**src/rtl/riscv_pkg.sv**
```systemverilog
// -----------------------------------------------------------------------------
// riscv_pkg
// Shared RV64 definitions: datapath/register-index widths, ALUOp encodings,
// major opcode constants and the ID/EX pipeline-register layout.
// No ports (package).
// -----------------------------------------------------------------------------
package riscv_pkg;

  localparam int XLEN    = 64;  // datapath width
  localparam int REG_W   = 5;   // register-index width
  localparam int FUNCT_W = 4;   // {funct7[5], funct3}
  localparam int CNT_W   = 16;  // bubble counter width

  // ALUOp classes produced by main decode
  typedef enum logic [1:0] {
    ALUOP_ADD    = 2'b00,  // loads/stores: address add
    ALUOP_BRANCH = 2'b01,  // branch compare
    ALUOP_RTYPE  = 2'b10   // decode funct fields
  } aluop_e;

  // Major opcodes
  localparam logic [6:0] OP_LOAD   = 7'b0000011;
  localparam logic [6:0] OP_STORE  = 7'b0100011;
  localparam logic [6:0] OP_BRANCH = 7'b1100011;
  localparam logic [6:0] OP_ITYPE  = 7'b0010011;
  localparam logic [6:0] OP_RTYPE  = 7'b0110011;

  // Everything the EX stage needs from decode. An all-zero value is a bubble.
  typedef struct packed {
    logic               branch;
    logic               mem_read;
    logic               memto_reg;
    logic               mem_write;
    logic               alu_src;
    logic               reg_write;
    logic [1:0]         alu_op;
    logic [XLEN-1:0]    pc;
    logic [XLEN-1:0]    rs1_data;
    logic [XLEN-1:0]    rs2_data;
    logic [XLEN-1:0]    imm;
    logic [REG_W-1:0]   rs1;
    logic [REG_W-1:0]   rs2;
    logic [REG_W-1:0]   rd;
    logic [FUNCT_W-1:0] funct;
  } id_ex_t;

endpackage

```
**src/rtl/id_ex_stage_if.sv**
```systemverilog
// -----------------------------------------------------------------------------
// id_ex_stage_if
// Bundles the ID-side inputs, flush, and the registered EX-side outputs of the
// ID/EX stage.
//   slave  : the pipeline stage (consumes ID fields, produces ex_*/stall/count)
//   master : the surrounding pipeline (drives ID fields and flush)
// -----------------------------------------------------------------------------
interface id_ex_stage_if;
  import riscv_pkg::*;

  // ID stage
  logic               Branch, MemRead, MemtoReg, MemWrite, ALUSrc, RegWrite;
  logic [1:0]         ALUOp;
  logic [XLEN-1:0]    id_pc, id_rs1_data, id_rs2_data, id_imm;
  logic [REG_W-1:0]   id_rs1, id_rs2, id_rd;
  logic [FUNCT_W-1:0] id_funct;
  logic               flush;

  // EX stage
  logic               ex_Branch, ex_MemRead, ex_MemtoReg, ex_MemWrite, ex_ALUSrc, ex_RegWrite;
  logic [1:0]         ex_ALUOp;
  logic [XLEN-1:0]    ex_pc, ex_rs1_data, ex_rs2_data, ex_imm;
  logic [REG_W-1:0]   ex_rs1, ex_rs2, ex_rd;
  logic [FUNCT_W-1:0] ex_funct;
  logic               ex_valid;
  logic               stall;
  logic [CNT_W-1:0]   bubble_count;

  modport slave (
    input  Branch, MemRead, MemtoReg, MemWrite, ALUSrc, RegWrite, ALUOp,
           id_pc, id_rs1_data, id_rs2_data, id_imm, id_rs1, id_rs2, id_rd,
           id_funct, flush,
    output ex_Branch, ex_MemRead, ex_MemtoReg, ex_MemWrite, ex_ALUSrc,
           ex_RegWrite, ex_ALUOp, ex_pc, ex_rs1_data, ex_rs2_data, ex_imm,
           ex_rs1, ex_rs2, ex_rd, ex_funct, ex_valid, stall, bubble_count
  );

  modport master (
    output Branch, MemRead, MemtoReg, MemWrite, ALUSrc, RegWrite, ALUOp,
           id_pc, id_rs1_data, id_rs2_data, id_imm, id_rs1, id_rs2, id_rd,
           id_funct, flush,
    input  ex_Branch, ex_MemRead, ex_MemtoReg, ex_MemWrite, ex_ALUSrc,
           ex_RegWrite, ex_ALUOp, ex_pc, ex_rs1_data, ex_rs2_data, ex_imm,
           ex_rs1, ex_rs2, ex_rd, ex_funct, ex_valid, stall, bubble_count
  );

endinterface

```
**src/rtl/hazard_detect.sv**
```systemverilog
// -----------------------------------------------------------------------------
// hazard_detect
// Combinational load-use detector: the instruction in EX is a valid load whose
// destination (other than x0) is a source of the instruction in ID.
//   ex_valid, ex_mem_read, ex_rd : EX-stage instruction
//   id_rs1, id_rs2               : ID-stage source indices
//   hazard                       : load-use hazard this cycle
// -----------------------------------------------------------------------------
module hazard_detect
  import riscv_pkg::*;
(
  input  logic             ex_valid,
  input  logic             ex_mem_read,
  input  logic [REG_W-1:0] ex_rd,
  input  logic [REG_W-1:0] id_rs1,
  input  logic [REG_W-1:0] id_rs2,
  output logic             hazard
);

  // x0 is hard-wired zero, so a load to it never produces a dependency.
  assign hazard = ex_valid & ex_mem_read & (ex_rd != '0) &
                  ((ex_rd == id_rs1) | (ex_rd == id_rs2));

endmodule

```
**src/rtl/id_ex_stage.sv**
```systemverilog
// -----------------------------------------------------------------------------
// id_ex_stage
// ID/EX pipeline register with load-use bubble insertion and a saturating
// bubble counter.
//   clk     : rising-edge clock
//   reset_n : asynchronous active-low reset
//   bus     : id_ex_stage_if.slave (ID inputs, flush, ex_* outputs, stall,
//             bubble_count)
// -----------------------------------------------------------------------------
module id_ex_stage
  import riscv_pkg::*;
(
  input  logic          clk,
  input  logic          reset_n,
  id_ex_stage_if.slave  bus
);

  id_ex_t           id_d;
  id_ex_t           ex_q;
  logic             valid_q;
  logic [CNT_W-1:0] count_q;
  logic             hazard;
  logic             bubble;

  hazard_detect u_hazard_detect (
    .ex_valid    (valid_q),
    .ex_mem_read (ex_q.mem_read),
    .ex_rd       (ex_q.rd),
    .id_rs1      (bus.id_rs1),
    .id_rs2      (bus.id_rs2),
    .hazard      (hazard)
  );

  // Flush already squashes the ID instruction, so holding IF/ID would be wrong.
  assign bus.stall = hazard & ~bus.flush;
  assign bubble    = hazard | bus.flush;

  // NOTE: every field of id_d is assigned unconditionally, so no latch can form.
  always_comb begin
    id_d.branch    = bus.Branch;
    id_d.mem_read  = bus.MemRead;
    id_d.memto_reg = bus.MemtoReg;
    id_d.mem_write = bus.MemWrite;
    id_d.alu_src   = bus.ALUSrc;
    id_d.reg_write = bus.RegWrite;
    id_d.alu_op    = bus.ALUOp;
    id_d.pc        = bus.id_pc;
    id_d.rs1_data  = bus.id_rs1_data;
    id_d.rs2_data  = bus.id_rs2_data;
    id_d.imm       = bus.id_imm;
    id_d.rs1       = bus.id_rs1;
    id_d.rs2       = bus.id_rs2;
    id_d.rd        = bus.id_rd;
    id_d.funct     = bus.id_funct;
  end

  // NOTE: sequential state uses non-blocking assignment so every register
  // samples pre-edge values regardless of statement order.
  always_ff @(posedge clk or negedge reset_n) begin
    if (!reset_n) begin
      ex_q    <= '0;
      valid_q <= 1'b0;
      count_q <= '0;
    end else if (bubble) begin
      // Load constants rather than ID fields so X from decode cannot leak in.
      ex_q    <= '0;
      valid_q <= 1'b0;
      if (count_q != '1) count_q <= count_q + 1'b1;
    end else begin
      ex_q    <= id_d;
      valid_q <= 1'b1;
    end
  end

  assign bus.ex_Branch    = ex_q.branch;
  assign bus.ex_MemRead   = ex_q.mem_read;
  assign bus.ex_MemtoReg  = ex_q.memto_reg;
  assign bus.ex_MemWrite  = ex_q.mem_write;
  assign bus.ex_ALUSrc    = ex_q.alu_src;
  assign bus.ex_RegWrite  = ex_q.reg_write;
  assign bus.ex_ALUOp     = ex_q.alu_op;
  assign bus.ex_pc        = ex_q.pc;
  assign bus.ex_rs1_data  = ex_q.rs1_data;
  assign bus.ex_rs2_data  = ex_q.rs2_data;
  assign bus.ex_imm       = ex_q.imm;
  assign bus.ex_rs1       = ex_q.rs1;
  assign bus.ex_rs2       = ex_q.rs2;
  assign bus.ex_rd        = ex_q.rd;
  assign bus.ex_funct     = ex_q.funct;
  assign bus.ex_valid     = valid_q;
  assign bus.bubble_count = count_q;

endmodule

```
**src/flat_wrapper.sv**
```systemverilog
// flat-port wrapper written by rule: the top's interface ports become plain ports
module id_ex_stage_flat import riscv_pkg::*;
  (clk, reset_n, bus_Branch, bus_MemRead, bus_MemtoReg, bus_MemWrite, bus_ALUSrc, bus_RegWrite, bus_ALUOp, bus_id_pc, bus_id_rs1_data, bus_id_rs2_data, bus_id_imm, bus_id_rs1, bus_id_rs2, bus_id_rd, bus_id_funct, bus_flush, bus_ex_Branch, bus_ex_MemRead, bus_ex_MemtoReg, bus_ex_MemWrite, bus_ex_ALUSrc, bus_ex_RegWrite, bus_ex_ALUOp, bus_ex_pc, bus_ex_rs1_data, bus_ex_rs2_data, bus_ex_imm, bus_ex_rs1, bus_ex_rs2, bus_ex_rd, bus_ex_funct, bus_ex_valid, bus_stall, bus_bubble_count);
  id_ex_stage_if bus_i ();
  input  logic clk;
  input  logic reset_n;
  input wire logic [$bits(bus_i.Branch)-1:0] bus_Branch;
  input wire logic [$bits(bus_i.MemRead)-1:0] bus_MemRead;
  input wire logic [$bits(bus_i.MemtoReg)-1:0] bus_MemtoReg;
  input wire logic [$bits(bus_i.MemWrite)-1:0] bus_MemWrite;
  input wire logic [$bits(bus_i.ALUSrc)-1:0] bus_ALUSrc;
  input wire logic [$bits(bus_i.RegWrite)-1:0] bus_RegWrite;
  input wire logic [$bits(bus_i.ALUOp)-1:0] bus_ALUOp;
  input wire logic [$bits(bus_i.id_pc)-1:0] bus_id_pc;
  input wire logic [$bits(bus_i.id_rs1_data)-1:0] bus_id_rs1_data;
  input wire logic [$bits(bus_i.id_rs2_data)-1:0] bus_id_rs2_data;
  input wire logic [$bits(bus_i.id_imm)-1:0] bus_id_imm;
  input wire logic [$bits(bus_i.id_rs1)-1:0] bus_id_rs1;
  input wire logic [$bits(bus_i.id_rs2)-1:0] bus_id_rs2;
  input wire logic [$bits(bus_i.id_rd)-1:0] bus_id_rd;
  input wire logic [$bits(bus_i.id_funct)-1:0] bus_id_funct;
  input wire logic [$bits(bus_i.flush)-1:0] bus_flush;
  output wire logic [$bits(bus_i.ex_Branch)-1:0] bus_ex_Branch;
  output wire logic [$bits(bus_i.ex_MemRead)-1:0] bus_ex_MemRead;
  output wire logic [$bits(bus_i.ex_MemtoReg)-1:0] bus_ex_MemtoReg;
  output wire logic [$bits(bus_i.ex_MemWrite)-1:0] bus_ex_MemWrite;
  output wire logic [$bits(bus_i.ex_ALUSrc)-1:0] bus_ex_ALUSrc;
  output wire logic [$bits(bus_i.ex_RegWrite)-1:0] bus_ex_RegWrite;
  output wire logic [$bits(bus_i.ex_ALUOp)-1:0] bus_ex_ALUOp;
  output wire logic [$bits(bus_i.ex_pc)-1:0] bus_ex_pc;
  output wire logic [$bits(bus_i.ex_rs1_data)-1:0] bus_ex_rs1_data;
  output wire logic [$bits(bus_i.ex_rs2_data)-1:0] bus_ex_rs2_data;
  output wire logic [$bits(bus_i.ex_imm)-1:0] bus_ex_imm;
  output wire logic [$bits(bus_i.ex_rs1)-1:0] bus_ex_rs1;
  output wire logic [$bits(bus_i.ex_rs2)-1:0] bus_ex_rs2;
  output wire logic [$bits(bus_i.ex_rd)-1:0] bus_ex_rd;
  output wire logic [$bits(bus_i.ex_funct)-1:0] bus_ex_funct;
  output wire logic [$bits(bus_i.ex_valid)-1:0] bus_ex_valid;
  output wire logic [$bits(bus_i.stall)-1:0] bus_stall;
  output wire logic [$bits(bus_i.bubble_count)-1:0] bus_bubble_count;
  assign bus_i.Branch = bus_Branch;
  assign bus_i.MemRead = bus_MemRead;
  assign bus_i.MemtoReg = bus_MemtoReg;
  assign bus_i.MemWrite = bus_MemWrite;
  assign bus_i.ALUSrc = bus_ALUSrc;
  assign bus_i.RegWrite = bus_RegWrite;
  assign bus_i.ALUOp = bus_ALUOp;
  assign bus_i.id_pc = bus_id_pc;
  assign bus_i.id_rs1_data = bus_id_rs1_data;
  assign bus_i.id_rs2_data = bus_id_rs2_data;
  assign bus_i.id_imm = bus_id_imm;
  assign bus_i.id_rs1 = bus_id_rs1;
  assign bus_i.id_rs2 = bus_id_rs2;
  assign bus_i.id_rd = bus_id_rd;
  assign bus_i.id_funct = bus_id_funct;
  assign bus_i.flush = bus_flush;
  assign bus_ex_Branch = bus_i.ex_Branch;
  assign bus_ex_MemRead = bus_i.ex_MemRead;
  assign bus_ex_MemtoReg = bus_i.ex_MemtoReg;
  assign bus_ex_MemWrite = bus_i.ex_MemWrite;
  assign bus_ex_ALUSrc = bus_i.ex_ALUSrc;
  assign bus_ex_RegWrite = bus_i.ex_RegWrite;
  assign bus_ex_ALUOp = bus_i.ex_ALUOp;
  assign bus_ex_pc = bus_i.ex_pc;
  assign bus_ex_rs1_data = bus_i.ex_rs1_data;
  assign bus_ex_rs2_data = bus_i.ex_rs2_data;
  assign bus_ex_imm = bus_i.ex_imm;
  assign bus_ex_rs1 = bus_i.ex_rs1;
  assign bus_ex_rs2 = bus_i.ex_rs2;
  assign bus_ex_rd = bus_i.ex_rd;
  assign bus_ex_funct = bus_i.ex_funct;
  assign bus_ex_valid = bus_i.ex_valid;
  assign bus_stall = bus_i.stall;
  assign bus_bubble_count = bus_i.bubble_count;
  id_ex_stage u_core (.clk(clk), .reset_n(reset_n), .bus(bus_i));
endmodule
```
**config.mk**
```make
export PLATFORM = sky130hd
export DESIGN_NAME = id_ex_stage_flat
export DESIGN_NICKNAME = d
export VERILOG_FILES = /design/src/rtl/riscv_pkg.sv /design/src/rtl/id_ex_stage_if.sv /design/src/rtl/hazard_detect.sv /design/src/rtl/id_ex_stage.sv /design/src/flat_wrapper.sv
export SDC_FILE = /design/constraint.sdc
export NUM_CORES = 1
export LEC_CHECK = 0
export CAP_MARGIN = 10
export CORE_AREA = 2 2 231 233
export DETAILED_ROUTE_END_ITERATION = 10
export DIE_AREA = 0 0 233 235
export HOLD_SLACK_MARGIN = 0.06
export SYNTH_ARGS = -nofsm -noshare
export SYNTH_HDL_FRONTEND = slang
export SYNTH_SLANG_ARGS = --single-unit
```
**constraint.sdc**
```tcl
create_clock -name clk -period 2.4 [get_ports clk]
set_clock_uncertainty 0.1 [all_clocks]
set_input_delay 0.6 -clock clk [delete_from_list [all_inputs] [get_ports clk]]
set_output_delay 0.6 -clock clk [all_outputs]
set_load 0.005 [all_outputs]
```
# Yosys cells after proc, flatten, opt, wreduce, memory -nomap -nowiden
# Cells that the tools add are included.
# op_classes
muxes	2
n_reduce_logical	2
addsub	1
eq_ne	3
bitwise	7
# ops
operator	count
$mux 283	1
$add 16x1->16 const B	1
$ne 16x16->1 const B	1
$eq 5x5->1	2
$reduce_bool 5->1	1
$and 1x1->1	4
$or 1x1->1	2
$reduce_and 2->1	1
$mux 1	1
$not 1->1	1
# word_totals
ff_bits	300
output_inout_bits	301
inputBits	286

# Logic depth before layout (Yosys ltp)
# Gate-level depths: netlist (run 1).
# logic_depth
ltp_word	5
mapped_depth	8
depth_no_buf	7

# By module
# Synthesis (run 1) repeated with hierarchy kept, for this count alone.
# unflattened
cells_unflattened	691
hier_area_um2	9934.5
# modules_own_cells
module	cells_per_inst	area_each_um2	instances
id_ex_stage	674	9801.9	1
hazard_detect	17	132.6	1

# Least setup slack after synthesis (run 1)
# OpenSTA, ideal clock, no wires.
# synth_path
path_kind	input to register
from	input port bus_id_rs1[4]
to	register u_core.count_q[7] (netlist: u_core.bus.bubble_count[7])
path_buffers	1
arrival_time_ns	1.853
slack_ns	0.322
path_stages	7
cell_sequence	xnor2_1 -> nand3_1 -> o22ai_2 -> a21oi_2 -> buf_6 -> nor4_1 -> mux2_2
# synth_between
elab_chain_cells	5
# synth_lines
item	line_no	rtl
from (decl)	flat_wrapper.sv:18	input wire logic [$bits(bus_i.id_rs1)-1:0] bus_id_rs1;
$eq 5x5->1	hazard_detect.sv:22	((ex_rd == id_rs1) | (ex_rd == id_rs2));
$or 1x1->1	hazard_detect.sv:22	
$and 1x1->1	hazard_detect.sv:21	assign hazard = ex_valid & ex_mem_read & (ex_rd != '0) &
$or 1x1->1	id_ex_stage.sv:36	assign bubble = hazard | bus.flush;
$reduce_and 2->1 (no line)	--	
to (signal assigned)	id_ex_stage.sv:68	if (count_q != '1) count_q <= count_q + 1'b1;
to (decl)	id_ex_stage.sv:21	logic [CNT_W-1:0] count_q;
# Every way passes these cells.
# A chain may end at the register's enable or synchronous reset.

# Final worst setup path (run 1)
# layout_path
from	register u_core.ex_q (netlist bit u_core.bus.ex_rd[2])
to	output port bus_stall
# layout_between
elab_chain_cells	4
elab_cells_between_ends	7
classes_between	2 x eq/ne; 4 x bitwise; 1 x reduce/logical
# layout_lines
item	line_no	rtl
from (decl)	id_ex_stage.sv:19	id_ex_t ex_q;
from (signal assigned)	id_ex_stage.sv:70	ex_q <= id_d;
$eq 5x5->1 / $reduce_bool 5->1 (equally long branches)	hazard_detect.sv:22, hazard_detect.sv:21	
$or 1x1->1 / $and 1x1->1 (equally long branches)	hazard_detect.sv:22, hazard_detect.sv:21	
$and 1x1->1 (*)	hazard_detect.sv:21	
$and 1x1->1 (*)	id_ex_stage.sv:35	assign bus.stall = hazard & ~bus.flush;
to (decl)	flat_wrapper.sv:39	output wire logic [$bits(bus_i.stall)-1:0] bus_stall;
# Every way passes the cells marked *; elsewhere a longest branch is shown, timed or not.

==> flow_summary.yaml, run 1 <==
outcome:
  outcome: "finished, violations left"
  violations: "setup timing"
clocking:
  htree_levels: 2
  cts.clk_slew.worst_paths_ps: 60
  numClockSinks: 300
  numCtsBuffers: 35
  clock_latency_ps: 520
  clock_path_buffers: 3
  root_buffer: "clkbuf_16"
  cts_tree: "built"
worst_hold_path:
  holdPathStages: 1
  hold_start: "u_core.bus.bubble_count[6]"
  hp-class: "flip-flop to flip-flop"
  whs_endpoint: "u_core.bus.bubble_count[6]"
layout:
  drive_gt1_share_pct: 8.44
  nNetsFinal: 1614
  areaGrowthSynthToFinish_pct: 83.0
  diodes: 0
  fillers: 5148
  design_area_um2: 18300
placed_design:
  gp_congestion: 0.838
  placed_area_um2: 16900
  port_buffers: 586
  dp_hpwl_mm: 25.8
  post-place-ws_ps: -477
die:
  die_w_um: 233
  fp.coreArea_um2: 52200
  pin_count: 587
  start_util_pct: 19.1
  floorplan.rows: 84
  dieArea_um2: 54800
  die_y_um: 235
timing:
  final_max_slew_viol_count: 0
  setup_viol: 1
  fin_ws_ps: -131
  slew_headroom_pct: 58.7
  tns_ps: -131
  hold_viol: 0
  timing.final.crit_share_pct: 105
  rsz0062_at_grt: "true"
  tightest_slew_ps: 619
  min_period_ps: 2530
  fmax_mhz: 395
critical_path:
  cpPeakStageDelay_ps: 370
  worstSetupPathType: "flip-flop to output pin"
  setup.worst_path.start_class: "flip-flop"
  path_buf_inv: 1
  rrSetupSlack_ps: 130
  worstPathArrival_ps: 1830
  cp-end-kind: "output pin"
  crit_chain: "or3_1, o311a_1, nand2_1, nor2_1, buf_2"
  cp_max_fo: 2
  worst_r2r_path_depth: 10
  r2r_start: "u_core.bus.ex_rd[0]"
  cp.required_ps: 1700
  r2r-end: "u_core.bus.bubble_count[7]"
  cpMaxStageDelayCell: "dfrtp_1"
  cp_top_family: "simple AND/OR/NAND/NOR gates"
synthesis:
  ys_ff_latch: 300
  ys_seq_area_share_pct: 75.1
  synthesis.area_um2: 9990
  ys.flop_type: "dfrtp_1"
  synth_nets: 975
  syn_avg_cell_area_um2: 14.5
  syn_inst: 688
  ys_types: 31
  synth-async-reset-ratio_pct: 100
  synth_edf_count: 0
  synth.yosys.warnings: 0
power:
  irDropWorstVdd_uv: 513
  p_sw_share_pct: 22.2
  switching_power_mw: 2.91
  p_int_mw: 10.2
  seqPwrFrac_pct: 42.4
  p_comb_share_pct: 14.3
  pwr-share-clk_pct: 43.3
  leakagePower_nw: 7.91
  cellPowerDensity_nw_per_um2: 716
route:
  first_iter_violations: 187
  drcViolationCount: 0
  wirelength_mm: 33.4
  vias: 7337
  vias_per_cell: 3.60
  wire_per_inst_um: 16.4
  ant_nets: 0
  firstDrtPassIters: 4
global_route:
  grt_pass1_wl_mm: 49.5
  grt_util_met3_pct: 4.84
  busiest_layer: "met2"
  grtUsageMet2_pct: 21.0
  gr-usage-all-layers_pct: 12.0
  antenna_found_initial: 1
  grt-ovfl-total: 0
  met1_usage_pct: 13.1
  grt_max_degree: 64
  grt_pass1_vias: 7980
job:
  drv_cap: 0
## synth_stat cells, types with 2 or more instances
library cell    n  area, um2
nand2_1         9       33.8
nor4_1          4       25.0
xor2_1          8       70.1
nand4b_1        2       17.5
nand3_1         6       30.0
buf_8           3       45.0
dfrtp_1       300       7510
nor2_1          6       22.5
xnor2_1        13        114
nand4_1         2       12.5
clkbuf_2       28        140
and2_1        284       1780
nor3_1          3       15.0
mux2_2          3       33.8
## power by group through the flow
stage          Sequential (mW)  Clock (mW)  Combinational, mW
2_1_floorplan             5.66           0              0.388
3_5_place_dp              5.64           0               1.88
6_report                  5.55        5.66               1.87
5_1_grt                   5.59        6.07               2.03
4_1_cts                   5.55        5.87               1.91
3_3_place_gp              5.64           0               1.87
## through the flow
step	util, %	hold slack, ps	std cells	power [mW]
2_1_floorplan	-	204	688	6.05
3_3_place_gp	32.4	387	1971	7.50
3_5_place_dp	32.4	394	1971	7.52
4_1_cts	35.0	410	2038	13.3
5_1_grt	35.0	419	2038	13.7
6_report	35.0	407	2038	13.1
## state kept, by name, summed over array words and instances, names as in the netlist
name and cells:
u_core.bus.ex_rs2 5, u_core.bus.ex_imm 64, u_core.bus.ex_funct 4, u_core.bus.ex_MemRead 1, u_core.bus.ex_valid 1, u_core.bus.ex_rs1_data 64, u_core.bus.ex_Branch 1, u_core.bus.bubble_count 16
u_core.bus.ex_rd 5, u_core.bus.ex_MemtoReg 1, u_core.bus.ex_pc 64, u_core.bus.ex_rs1 5, u_core.bus.ex_MemWrite 1, u_core.bus.ex_ALUOp 2, u_core.bus.ex_ALUSrc 1, u_core.bus.ex_rs2_data 64
u_core.bus.ex_RegWrite 1
## how the worst max path moves through the flow
stage                        startpoint                         end  slack, ps  cells past startpoint
floorplan                 bus_id_rs1[4]  u_core.bus.bubble_count[7]        320                      7
global placement          bus_id_rs1[4]                   bus_stall       -490                      7
detailed placement        bus_id_rs1[4]                   bus_stall       -480                      7
CTS                 u_core.bus.ex_rd[2]                   bus_stall       -210                      5
global route        u_core.bus.ex_rd[1]                   bus_stall       -220                      5
finish              u_core.bus.ex_rd[2]                   bus_stall       -130                      5
## repair_timing
| item | CTS | global route |
|---|---|---|
| pin swaps | 5 | 6 |
| hold endpoints to repair | 44 | 0 |
| endpoints found under the setup margin | 83 | 58 |
| cloned | 1 | 0 |
| hold buffers | 1 | 0 |
| setup buffers | 5 | 0 |
| gates resized for setup | 7 | 3 |
## placed cells by master, fill, tap and decap left out, types with 3 or more instances in the layout
cell             instances
and2_1                 284
buf_12                   7
buf_4                   36
bufinv_16                5
clkbuf_1                 4
clkbuf_16               37
clkbuf_8                 7
clkdlybuf4s50_1        584
clkinv_2                 4
dfrtp_1                300
mux2_2                   3
nand2_1                  9
nand3_1                  6
nor2_1                   6
nor3_1                   3
nor4_1                   4
xnor2_1                 12
xor2_1                   8
## cells by family after synthesis
family / share of synthesized area [%]
buffers and inverters: 2.02
muxes: 0.488
xor gates and xnor gates: 1.84
and+or+nand+nor: 19.8
adders and majority gates: 0.125
DFF: 75.1
AOI/OAI and AO/OA: 0.538
## final cells by class
type / count / area (um2) / area share, %
clock buffer: 48 / 1040 / 5.67
multi-input combinational: 355 / 2300 / 12.6
sequential: 300 / 7510 / 41.1
tap: 688 / 861 / 4.71
timing repair buffer: 635 / 6380 / 34.9
clock inverter: 12 / 194 / 1.06
## layer usage
layer / share of wire [%] / wire, um
met1: 37 / 12500
met4: 2.2 / 730
met2: 50 / 16800
met5: 0 / 0
met3: 10 / 3450
Note: power is estimated with default switching activity, not from simulation.
==> inputs of run 2 (changes only) <==
- HOLD_SLACK_MARGIN: 0.06 -> 0.05
==> results of run 2 <==
No change in the layout: final DEF, timing and power equal those of run 1.
